[src/rtl/fir_pkg.sv]
// Constants shared with the parallel FIR filter, plus the output rounding/saturation helper.
package fir_pkg;

    localparam int unsigned FIR_DATA_W = 16;
    localparam int unsigned FIR_ACC_W  = 32;

    // Working width for sat_round; wide enough for any legal IN_W+1 intermediate.
    localparam int unsigned SR_W = 64;

    typedef struct packed {
        logic                   sat;
        logic signed [SR_W-1:0] value;
    } sat_round_t;

    // Round half up, arithmetic shift right, then clamp to the signed out_w range.
    function automatic sat_round_t sat_round(
        input logic signed [SR_W-1:0] value,
        input int unsigned            shift,
        input int unsigned            out_w
    );
        logic signed [SR_W-1:0] rnd;
        logic signed [SR_W-1:0] r;
        logic signed [SR_W-1:0] q;
        logic signed [SR_W-1:0] hi;
        logic signed [SR_W-1:0] lo;
        sat_round_t             res;

        rnd            = '0;
        rnd[shift-1]   = 1'b1;
        r              = value + rnd;
        q              = r >>> shift;
        hi             = '0;
        hi[out_w-1]    = 1'b1;
        hi             = hi - 64'sd1;
        lo             = -hi - 64'sd1;

        res.sat   = 1'b0;
        res.value = q;
        if (q > hi) begin
            res.sat   = 1'b1;
            res.value = hi;
        end else if (q < lo) begin
            res.sat   = 1'b1;
            res.value = lo;
        end
        return res;
    endfunction

endpackage

[src/rtl/fir_sync_fifo.sv]
// Synchronous first-word-fall-through FIFO; the head value is held after the last pop.
module fir_sync_fifo #(
    parameter  int unsigned WIDTH = 16,
    parameter  int unsigned DEPTH = 8,
    localparam int unsigned AW    = $clog2(DEPTH),
    localparam int unsigned LW    = AW + 1
) (
    input  logic             clk,
    input  logic             rst_n,
    input  logic             push_i,
    input  logic             pop_i,
    input  logic [WIDTH-1:0] din_i,
    output logic [WIDTH-1:0] dout_o,
    output logic             full_o,
    output logic             empty_o,
    output logic [LW-1:0]    level_o
);

    logic [WIDTH-1:0] mem_q [DEPTH];
    logic [AW-1:0]    wr_ptr_q, wr_ptr_d;
    logic [AW-1:0]    rd_ptr_q, rd_ptr_d;
    logic [LW-1:0]    level_q, level_d;
    logic [WIDTH-1:0] last_q, last_d;
    logic             do_push;
    logic             do_pop;

    assign empty_o = (level_q == '0);
    assign full_o  = (level_q == LW'(DEPTH));
    assign level_o = level_q;

    // Once empty, keep presenting the most recently popped word instead of stale memory.
    assign dout_o  = empty_o ? last_q : mem_q[rd_ptr_q];

    always_comb begin
        do_pop   = pop_i && !empty_o;
        do_push  = push_i && (!full_o || do_pop);
        wr_ptr_d = wr_ptr_q;
        rd_ptr_d = rd_ptr_q;
        level_d  = level_q;
        last_d   = last_q;
        if (do_push) begin
            wr_ptr_d = wr_ptr_q + AW'(1);
        end
        if (do_pop) begin
            rd_ptr_d = rd_ptr_q + AW'(1);
            last_d   = mem_q[rd_ptr_q];
        end
        case ({do_push, do_pop})
            2'b10:   level_d = level_q + LW'(1);
            2'b01:   level_d = level_q - LW'(1);
            default: level_d = level_q;
        endcase
    end

    always_ff @(posedge clk or negedge rst_n) begin
        if (!rst_n) begin
            wr_ptr_q <= '0;
            rd_ptr_q <= '0;
            level_q  <= '0;
            last_q   <= '0;
        end else begin
            wr_ptr_q <= wr_ptr_d;
            rd_ptr_q <= rd_ptr_d;
            level_q  <= level_d;
            last_q   <= last_d;
        end
    end

    always_ff @(posedge clk) begin
        if (do_push) begin
            mem_q[wr_ptr_q] <= din_i;
        end
    end

endmodule

[src/rtl/fir_out_decim_fifo.sv]
// FIR output stage: decimate, round/shift/saturate to OUT_W, buffer in a FWFT FIFO.
module fir_out_decim_fifo
    import fir_pkg::*;
#(
    parameter  int unsigned IN_W       = FIR_ACC_W,
    parameter  int unsigned OUT_W      = FIR_DATA_W,
    parameter  int unsigned SHIFT      = 15,
    parameter  int unsigned DECIM      = 4,
    parameter  int unsigned FIFO_DEPTH = 8,
    localparam int unsigned LVL_W      = $clog2(FIFO_DEPTH) + 1
) (
    input  logic                    clk,
    input  logic                    rst_n,
    input  logic                    in_valid,
    input  logic signed [IN_W-1:0]  in_data,
    output logic                    out_valid,
    input  logic                    out_ready,
    output logic signed [OUT_W-1:0] out_data,
    output logic [LVL_W-1:0]        fifo_level,
    output logic                    overflow,
    output logic                    sat_flag,
    input  logic                    clr_flags
);

    localparam int unsigned      PH_W    = (DECIM > 1) ? $clog2(DECIM) : 1;
    localparam logic [PH_W-1:0]  PH_LAST = PH_W'(DECIM - 1);

    logic [PH_W-1:0]  phase_q, phase_d;
    logic             stage_valid_q, stage_valid_d;
    logic [OUT_W-1:0] stage_data_q, stage_data_d;
    logic             overflow_q, overflow_d;
    logic             sat_q, sat_d;

    logic [SR_W-1:0]  wide;
    sat_round_t       sr;
    logic             keep;
    logic             fifo_push;
    logic             fifo_pop;
    logic             fifo_full;
    logic             fifo_empty;
    logic [OUT_W-1:0] fifo_dout;
    logic             ovf_evt;
    logic             sat_evt;

    always_comb begin
        wide = {{(SR_W - IN_W){in_data[IN_W-1]}}, in_data};
        sr   = sat_round(wide, SHIFT, OUT_W);
        keep = in_valid && (phase_q == '0);

        phase_d = phase_q;
        if (in_valid) begin
            phase_d = (phase_q == PH_LAST) ? '0 : phase_q + PH_W'(1);
        end

        stage_valid_d = keep;
        stage_data_d  = keep ? sr.value[OUT_W-1:0] : stage_data_q;

        // A pop in the same cycle frees a slot, so a full FIFO can still accept.
        fifo_pop  = !fifo_empty && out_ready;
        fifo_push = stage_valid_q && (!fifo_full || fifo_pop);

        ovf_evt = stage_valid_q && !fifo_push;
        sat_evt = keep && sr.sat;

        // Events take priority over a coincident clear.
        overflow_d = (overflow_q && !clr_flags) || ovf_evt;
        sat_d      = (sat_q && !clr_flags) || sat_evt;
    end

    always_ff @(posedge clk or negedge rst_n) begin
        if (!rst_n) begin
            phase_q       <= '0;
            stage_valid_q <= 1'b0;
            stage_data_q  <= '0;
            overflow_q    <= 1'b0;
            sat_q         <= 1'b0;
        end else begin
            phase_q       <= phase_d;
            stage_valid_q <= stage_valid_d;
            stage_data_q  <= stage_data_d;
            overflow_q    <= overflow_d;
            sat_q         <= sat_d;
        end
    end

    fir_sync_fifo #(
        .WIDTH (OUT_W),
        .DEPTH (FIFO_DEPTH)
    ) u_fifo (
        .clk     (clk),
        .rst_n   (rst_n),
        .push_i  (fifo_push),
        .pop_i   (fifo_pop),
        .din_i   (stage_data_q),
        .dout_o  (fifo_dout),
        .full_o  (fifo_full),
        .empty_o (fifo_empty),
        .level_o (fifo_level)
    );

    assign out_valid = !fifo_empty;
    assign out_data  = fifo_dout;
    assign overflow  = overflow_q;
    assign sat_flag  = sat_q;

endmodule
[config.mk]
export PLATFORM = sky130hd
export DESIGN_NAME = fir_out_decim_fifo
export DESIGN_NICKNAME = d
export VERILOG_FILES = /design/src/rtl/fir_pkg.sv /design/src/rtl/fir_sync_fifo.sv /design/src/rtl/fir_out_decim_fifo.sv
export SDC_FILE = /design/constraint.sdc
export NUM_CORES = 1
export LEC_CHECK = 0
export ABC_AREA = 1
export BUFFER_PORTS_ARGS = -buffer_cell sky130_fd_sc_hd__buf_2
export CORE_UTILIZATION = 54
export DETAILED_ROUTE_END_ITERATION = 8
export PLACE_DENSITY = 0.79
export SYNTH_ARGS = -nofsm -noshare
export SYNTH_HDL_FRONTEND = slang
export SYNTH_SLANG_ARGS = --single-unit
[constraint.sdc]
create_clock -name clk -period 2.1 [get_ports clk]
set_input_delay 0.315 -clock clk [delete_from_list [all_inputs] [get_ports clk]]
set_output_delay 0.315 -clock clk [all_outputs]
set_load 0.05 [all_outputs]
==> run summary, run 1 <==
status -> complete, but fails checks
violated checks -> setup timing
RSZ-0062 raised after global routing -> yes
critical path peak fanout -> 16
Slew @ Worst Pin -> 0.846 ns
Hold WC Path Type -> input port to register
Storage cell area -> 5030 um2
first-pass GRT wire length -> 28.0 mm
crit-path leading delay family -> buffers and inverters
Post-Syn Area -> 7640 um2
leading area contributor after synthesis -> edfxtp_1
placed instance count -> 936
drt pass-1 iters -> 5
CTS sink cnt -> 175
Non-Filler Instances -> 985
Max-slew headroom -> 43.6%
Buffers on Ports -> 45
register bit total from synthesis -> 175
share of cells above drive strength 1 -> 25.2%
largest net degree at the start of global routing -> 35
antenna violations before repair -> 0
DP Worst Slack -> -0.0242 ns
vias per cell -> 5.79
Tcrit/Tclk final -> 114%
final-layout fill cell count -> 930
Crit path buffers/inverters -> 3
# diodes -> 0
IO Count -> 60
CTS tree -> built
min Tclk post-route -> 2.38 ns
vias -> 5,701
setup violators final -> 17
power density cells -> 1660 nW/um2
initial drt markers -> 583
leading cell type in the layout, fill and taps excluded -> nand2_1
grt ovf -> 0
CP max stage delay -> 0.43 ns
Die Span X -> 121 um
f_max -> 420 MHz
fin. max-slew vios -> 0
Layout Skew -> 0.0110 ns
Power, Total -> 15.8 mW
Avg Synthesized Cell Area -> 10.7 um2
arrival time at the worst endpoint -> 2.07 ns
H-Tree Depth -> 4
Die H -> 121 um
Final Hold Viols -> 0
Worst-path clk slew -> 0.07 ns
maximum vdd ir drop -> 0.000787 V
register area share after synthesis -> 65.7%
Multi-input gate area -> 2620 um2
Num CTS Buffers -> 17
Setup Crit Path Kind -> register to primary output
CP startpoint kind -> register
DRC violations left -> 0
row count -> 43
worst-case clock buffer depth -> 2
final WL -> 19.2 mm
total track usage -> 26.0%
Clock Tree Root -> clkbuf_16
area grow syn2layout -> 25.0%
WP data required -> 1.78 ns
syn nets -> 762
final worst setup slack -> -0.284 ns
Nets -> 838
Mapped Cells -> 716
Synth top area share -> 50.3%
Clock Latency Late Sink -> 0.44 ns
routed length per placed instance -> 19.4 um
antenna viol nets, final -> 0
Slowest cell on crit path -> dfrtp_2
Synth area leaders -> edfxtp_1, dfrtp_1, nand2_1
GPL Wtd Cong -> 0.814
Final Core Density -> 69.1%
vias in the first global route -> 5,520
CORE AREA -> 13,800 um2
Yosys cell types -> 32
max_cap viols -> 0
leakage power total -> 3.76 nW
commonest cells after routing, fill and taps aside -> nand2_1, edfxtp_1, nor2_1, o21ai_0, dfrtp_1
detailed placement HPWL -> 10.3 mm
Ys Warns -> 0
Starting Density -> 55.3%
die area -> 14,600 um2
worst-path cell chain -> buf_8 -> clkbuf_16 -> nor2_1 -> nor2_1 -> o21ai_1 -> o211ai_1 -> o21ai_2 -> o21ai_2 -> buf_6
crit path capture type -> primary output
worst paths after layout:
| kind | startpoint | to | slack (ns) | cells after the start |
|---|---|---|---|---|
| hold reg to reg | sat_flag | sat_flag | 0.48 | 2 |
| setup reg to reg | u_fifo.level_o[0] | u_fifo.level_o[3] | -0.04 | 10 |
| setup / recovery | u_fifo.rd_ptr_q[0] | out_data[8] | -0.28 | 9 |
| min in group asynchronous | rst_n | sat_flag | 0.53 | 2 |
| hold / removal | in_valid | phase_q[0] | 0.12 | 2 |
| max in group asynchronous | rst_n | stage_data_q[15] | 0.87 | 3 |
report_power, final:
part           internal, mW  leakage [nW]  switching [mW]  total (mW)
registers              4.76          1.73           0.680        5.44
logic                  2.76          1.76            4.59        7.35
clock network          1.74         0.272            1.32        3.06
cell usage after synthesis:
master and count:
nand2_2 1, clkinv_1 1, buf_1 2, nand3b_1 1, inv_1 34, o21ai_1 8
buf_6 2, nand3_1 10, nand2_4 3, dfrtp_1 47, o21ai_2 1, ha_1 8
clkbuf_1 15, o32ai_1 16, fa_1 1, nand3_2 2, xnor2_1 6, xor2_1 13
inv_2 2, a21oi_2 1, nor2_4 3, o21ai_0 96, nand4_1 2, nand2_1 155
nor3_1 1, or2_2 1, o211ai_1 16, nor2_2 4, a21oi_1 2, edfxtp_1 128
nor2_1 120, buf_2 14
metal layers:
metal  share of wire (%)  up-vias  GRT usage [%]  wire length (um)
met5                   0        -              0                 0
met1                  38     2749           31.3              7340
met2                  51      291           45.9              9860
met3                 7.7       40           4.89              1470
li1                    -     2621              -                 -
met4                 2.5        0           10.3               482
cells by family after synthesis:
| logic type | after synthesis | synth area share, % |
|---|---|---|
| AND/OR/NAND/NOR | 303 | 16.1 |
| adder cells (fa/ha/maj) | 9 | 1.57 |
| XOR/XNOR | 19 | 2.18 |
| AO/OA/AOI/OAI | 140 | 10.6 |
| flip-flops | 175 | 65.7 |
| buffers and inverters | 70 | 3.86 |
state kept, by name, indices dropped and copies added (netlist names):
name	count
u_fifo.last_q	16
u_fifo.wr_ptr_q	3
overflow	1
sat_flag	1
u_fifo.level_o	4
u_fifo.mem_q	128
u_fifo.rd_ptr_q	3
stage_data_q	16
phase_q	2
stage_valid_q	1
metrics by stage:
| stage | setup TNS, ns | cell area [um2] | hold slack [ns] |
|---|---|---|---|
| 2_1_floorplan | -13.24 | 7750 | 0.0194 |
| 3_3_place_gp | 0 | 8370 | 0.430 |
| 3_5_place_dp | -0.0407 | 8370 | 0.452 |
| 4_1_cts | -2.58 | 9270 | 0.125 |
| 5_1_grt | -4.83 | 9560 | 0.150 |
| 6_report | -3.82 | 9560 | 0.121 |
final cells by class:
type / count / share of cell area, %
Sequential cell: 175 / 52.6
Multi-Input combinational cell: 471 / 27.5
Inverter: 37 / 1.53
Clock buffer: 20 / 4.90
Timing Repair Buffer: 90 / 10.0
Clock inverter: 12 / 1.14
Tap cell: 180 / 2.36
repair_timing:
action                                  CTS  global route
resized for setup                        81            35
buffers inserted                          0            10
cloned                                    3             4
pin swaps                                 2            15
hold buffers                              1             0
hold endpoints to repair                  7             0
endpoints found under the setup margin   17            17
(Power assumes the default switching activity.)
==> run 2: changes to the inputs <==
Settings changed: CELL_PAD_IN_SITES_DETAIL_PLACEMENT from default to 2, CELL_PAD_IN_SITES_GLOBAL_PLACEMENT from default to 2, CORE_UTILIZATION 54 to 36, GPL_ROUTABILITY_DRIVEN from default to 0.
==> run summary, run 2 (synthesized netlist as in run 1, its figures left out) <==
Min-Delay Endpoint -> phase_q[0]
violated checks -> setup timing
row count -> 52
total track usage -> 25.0%
Layout Skew -> 0.0181 ns
Hold WC Path Type -> input port to register
first-pass GRT wire length -> 39.7 mm
leakage power total -> 3.80 nW
Nets -> 834
Buffers on Ports -> 45
Reg with most FFs -> u_fifo.mem_q
Slowest cell on crit path -> dfrtp_2
f_max -> 404 MHz
Worst-path clk slew -> 0.07 ns
final-layout fill cell count -> 2,075
share of cells above drive strength 1 -> 28.5%
Die H -> 148 um
CORE AREA -> 20,500 um2
CTS tree -> built
hold path startpoint -> in_valid
Clock Tree Root -> clkbuf_16
RSZ-0062 raised after global routing -> yes
critical path peak fanout -> 28
CP max stage delay -> 0.51 ns
maximum vdd ir drop -> 0.000774 V
die area -> 21,800 um2
flip-flop count of the largest register after layout -> 128
worst-path cell chain -> clkinv_4 -> buf_12 -> nor2_1 -> o32ai_2 -> o21ai_2 -> o21ai_2 -> buf_6
area grow syn2layout -> 28.4%
R2R cell count -> 8
WP data required -> 1.78 ns
largest net degree at the start of global routing -> 34
drt pass-1 iters -> 6
vias in the first global route -> 6,441
arrival time at the worst endpoint -> 2.16 ns
Max-slew headroom -> 43.6%
worst-case clock buffer depth -> 2
grt ovf -> 0
DRC violations left -> 0
Tcrit/Tclk final -> 118%
register-to-register setup slack -> -0.03 ns
setup violators final -> 65
status -> complete, but fails checks
IO Count -> 60
Final Hold Viols -> 0
CP startpoint kind -> register
min Tclk post-route -> 2.47 ns
antenna violations before repair -> 0
Die Span X -> 148 um
# diodes -> 0
fin. max-slew vios -> 0
vias per cell -> 5.52
total negative slack -> -5.79 ns
crit-path leading delay family -> compound AO/OA/AOI/OAI gates
CP startpoint -> u_fifo.rd_ptr_q[0]
commonest cells after routing, fill and taps aside -> nand2_1, edfxtp_1, nor2_1, dfrtp_1, o21ai_0
hold path cells -> 2
detailed placement HPWL -> 14.6 mm
r2r endpoint -> u_fifo.mem_q[2][6]
final WL -> 27.0 mm
CTS sink cnt -> 175
power density cells -> 1750 nW/um2
H-Tree Depth -> 4
Setup Crit Path Kind -> register to primary output
routed length per placed instance -> 25.2 um
Crit Reg-Reg Startpoint -> u_fifo.level_o[2]
leading cell type in the layout, fill and taps excluded -> nand2_1
initial drt markers -> 348
Clock Latency Late Sink -> 0.45 ns
crit-path most repeated cell -> o21ai_2
final worst setup slack -> -0.374 ns
top flop regs -> u_fifo.mem_q (128), stage_data_q (16), u_fifo.last_q (16)
vias -> 5,916
antenna viol nets, final -> 0
Starting Density -> 37.3%
max_cap viols -> 0
Num CTS Buffers -> 17
Crit path buffers/inverters -> 3
crit path capture type -> primary output
Final Core Density -> 47.9%
Power, Total -> 17.1 mW
Slew @ Worst Pin -> 0.845 ns
==> run 2: cell types whose count changed in the layout (fill, tap and decap cells not counted), moves of 3 or more <==
| cell | previous run | this run |
|---|---|---|
| o21ai_1 | 22 | 30 |
| o21ai_2 | 28 | 36 |
| o32ai_1 | 5 | 0 |
| buf_4 | 22 | 16 |
| o32ai_2 | 10 | 16 |
| buf_12 | 11 | 16 |
| nor2_1 | 104 | 95 |
| bufinv_16 | 1 | 5 |
| o21ai_0 | 54 | 39 |
| clkbuf_16 | 22 | 19 |
| nor2_2 | 18 | 28 |
==> run 2: metrics by stage <==
| stage | cells | worst slack [ns] | area (um2) | hold slack, ns |
|---|---|---|---|---|
| floorplan | 716 | -0.202 | 7750 | 0.0194 |
| global placement | 1021 | 0.0374 | 8490 | 0.430 |
| detailed placement | 1021 | -0.240 | 8490 | 0.464 |
| CTS | 1063 | -0.319 | 9600 | 0.0967 |
| global route | 1071 | -0.437 | 9810 | 0.127 |
| finish | 1071 | -0.374 | 9810 | 0.110 |
==> run 2: final cells by class <==
type	instances	area [um2]	area share, %
Multi-Input combinational cell	471	2720	27.7
Sequential cell	175	5030	51.2
Clock buffer	17	425	4.34
Clock inverter	15	230	2.35
Tap cell	270	338	3.44
Timing Repair Buffer	86	926	9.44
Inverter	37	149	1.52
==> run 2: worst max-delay path by stage <==
stage / endpoint / depth (start not counted)
2_1_floorplan: u_fifo.mem_q[0][0] / 5
3_3_place_gp: u_fifo.level_o[3] / 10
3_5_place_dp: u_fifo.level_o[3] / 10
4_1_cts: out_data[4] / 7
5_1_grt: out_data[12] / 8
6_report: out_data[11] / 7
==> run 2: routing by layer <==
layer  global-route usage, %  part of all wire, %
met5                       0                    0
met4                    10.3                  2.4
met3                    4.01                  4.9
met1                    30.2                   40
met2                    44.5                   53
==> run 2: where the power goes <==
part           switching, mW  internal [mW]
Combinational           5.11           2.79
Sequential             0.852           4.76
Clock                   1.48           2.13
Total                   7.45           9.68
==> run 2: worst reg2reg max path, stage by stage, from the launching register on <==
cell	delay [ns]
dfrtp_2	0.38
inv_1	0.09
nand4_1	0.15
nand2_2	0.11
buf_4	0.14
buf_4	0.13
or2_2	0.33
nor2_1	0.23
buf_4	0.26
==> run 2: timing repair <==
action | CTS | global route
endpoints found under the setup margin | 19 | 41
endpoints found under the hold margin | 8 | 0
setup buffers | 6 | 6
gates resized for setup | 101 | 53
hold buffers | 1 | 0
cloned | 3 | 3
pin swaps | 9 | 19
==> run 3: changes to the inputs <==
Settings changed: CORE_UTILIZATION 36 to 37, CTS_BUF_LIST from default to sky130_fd_sc_hd__clkbuf_4, PLACE_DENSITY 0.79 to default, PLACE_DENSITY_LB_ADDON from default to 0.25.
==> run summary, run 3 (synthesized netlist as in run 1, its figures left out) <==
status -> complete, but fails checks
violated checks -> setup timing
hold slack -> 0.139 ns
CP startpoint kind -> register
placed instance count -> 1,030
vias in the first global route -> 6,311
H-Tree Depth -> 4
Tcrit/Tclk final -> 129%
register-to-register setup slack -> -0.07 ns
CORE AREA -> 20,200 um2
CTS sink cnt -> 175
Max-slew headroom -> 68.5%
first-pass GRT wire length -> 36.6 mm
Hold WC Path Type -> input port to async pin
CP startpoint -> u_fifo.rd_ptr_q[0]
setup violators final -> 34
final WL -> 25.4 mm
Die H -> 146 um
max_cap viols -> 0
top flop regs -> u_fifo.mem_q (128), stage_data_q (16), u_fifo.last_q (16)
CTS tree -> built
Nets -> 843
r2r endpoint -> u_fifo.level_o[3]
drt pass-1 iters -> 5
DRC violations left -> 0
final worst setup slack -> -0.605 ns
antenna viol nets, final -> 0
Final Core Density -> 47.7%
fin. max-slew vios -> 0
power density cells -> 1640 nW/um2
die area -> 21,200 um2
Starting Density -> 37.8%
leakage power total -> 3.71 nW
RSZ-0062 raised after global routing -> yes
f_max -> 370 MHz
R2R cell count -> 10
leading cell type in the layout, fill and taps excluded -> nand2_1
Non-Filler Instances -> 1,081
WP data required -> 1.78 ns
Buffers on Ports -> 45
vias per cell -> 5.38
Final Hold Viols -> 0
min Tclk post-route -> 2.71 ns
Worst-path clk slew -> 0.17 ns
Setup crit end -> out_data[1]
row count -> 52
total track usage -> 23.1%
largest net degree at the start of global routing -> 42
IO Count -> 60
Slew @ Worst Pin -> 0.473 ns
Clock Tree Root -> clkbuf_4
crit path capture type -> primary output
Power, Total -> 15.9 mW
initial drt markers -> 293
Setup Crit Path Kind -> register to primary output
worst-case clock buffer depth -> 2
critical path peak fanout -> 18
Crit Reg-Reg Startpoint -> u_fifo.level_o[0]
total negative slack -> -7.75 ns
commonest cells after routing, fill and taps aside -> nand2_1, edfxtp_1, nor2_1, o21ai_2, dfrtp_1
area grow syn2layout -> 26.4%
Reg with most FFs -> u_fifo.mem_q
Layout Skew -> 0.0348 ns
arrival time at the worst endpoint -> 2.39 ns
Die Span X -> 146 um
vias -> 5,811
grt ovf -> 0
maximum vdd ir drop -> 0.000485 V
routed length per placed instance -> 23.5 um
share of cells above drive strength 1 -> 30.9%
Clock Latency Late Sink -> 0.59 ns
antenna violations before repair -> 1
flip-flop count of the largest register after layout -> 128
Num CTS Buffers -> 17
detailed placement HPWL -> 14.8 mm
-- run 3: changes by cell type in the layout (fill, tap and decap cells not counted), moves of 4 or more --
| cell | before | now |
|---|---|---|
| clkbuf_16 | 19 | 4 |
| nor2_2 | 28 | 35 |
| nor2_4 | 4 | 11 |
| nor2_1 | 95 | 81 |
| inv_6 | 4 | 0 |
| clkinv_1 | 1 | 5 |
| clkbuf_4 | 0 | 18 |
| o21ai_2 | 36 | 41 |
| o21ai_0 | 39 | 31 |
-- run 3: through the flow --
step / area, um2 / worst slack, ns
finish: 9660 / -0.605
floorplan: 7750 / -0.202
global placement: 8560 / -0.0148
global route: 9660 / -0.637
detailed placement: 8560 / -0.215
CTS: 9330 / -0.477
-- run 3: layout make-up --
cell class,instances,area [um2]
repair buffers,95,1030
well taps,270,338
fillers,2069,10600
diodes,1,2.50
inverters,37,146
flip-flops and latches,175,5030
clock buffers,18,135
multi-input cells,471,2800
clock inverters,14,173
-- run 3: worst min path at each step --
stage,end
floorplan,overflow
global placement,phase_q[0]
detailed placement,sat_flag
CTS,u_fifo.wr_ptr_q[2]
global route,u_fifo.wr_ptr_q[2]
finish,u_fifo.wr_ptr_q[2]
-- run 3: routing by layer --
layer / share of wire, % / track usage (%)
met4: 3.8 / 9.47
met1: 39 / 27.8
met3: 3.6 / 3.26
met5: 0 / 0
met2: 53 / 41.5
-- run 3: report_power, final --
part           switching [mW]  internal (mW)  total [mW]
registers               0.797           4.75        5.55
logic                    5.14           3.05        8.19
clock network            1.21          0.938        2.15
total                    7.15           8.74        15.9
-- run 3: repair_timing --
action                                 4_1_cts  5_1_grt
gates resized for setup                    106       90
endpoints found under the hold margin       51        0
gates cloned                                 2        4
pin swaps                                   10       30
buffers inserted                             5        6
hold buffers                                 3        0
setup endpoints to repair                   34       27
-- run 3: worst max-delay path: stages, from the launching register on --
cell	delay [ns]
dfrtp_2	0.47
clkinv_4	0.16
buf_12	0.20
nor2_1	0.25
o32ai_2	0.18
o21ai_2	0.30
o21ai_2	0.09
buf_6	0.16
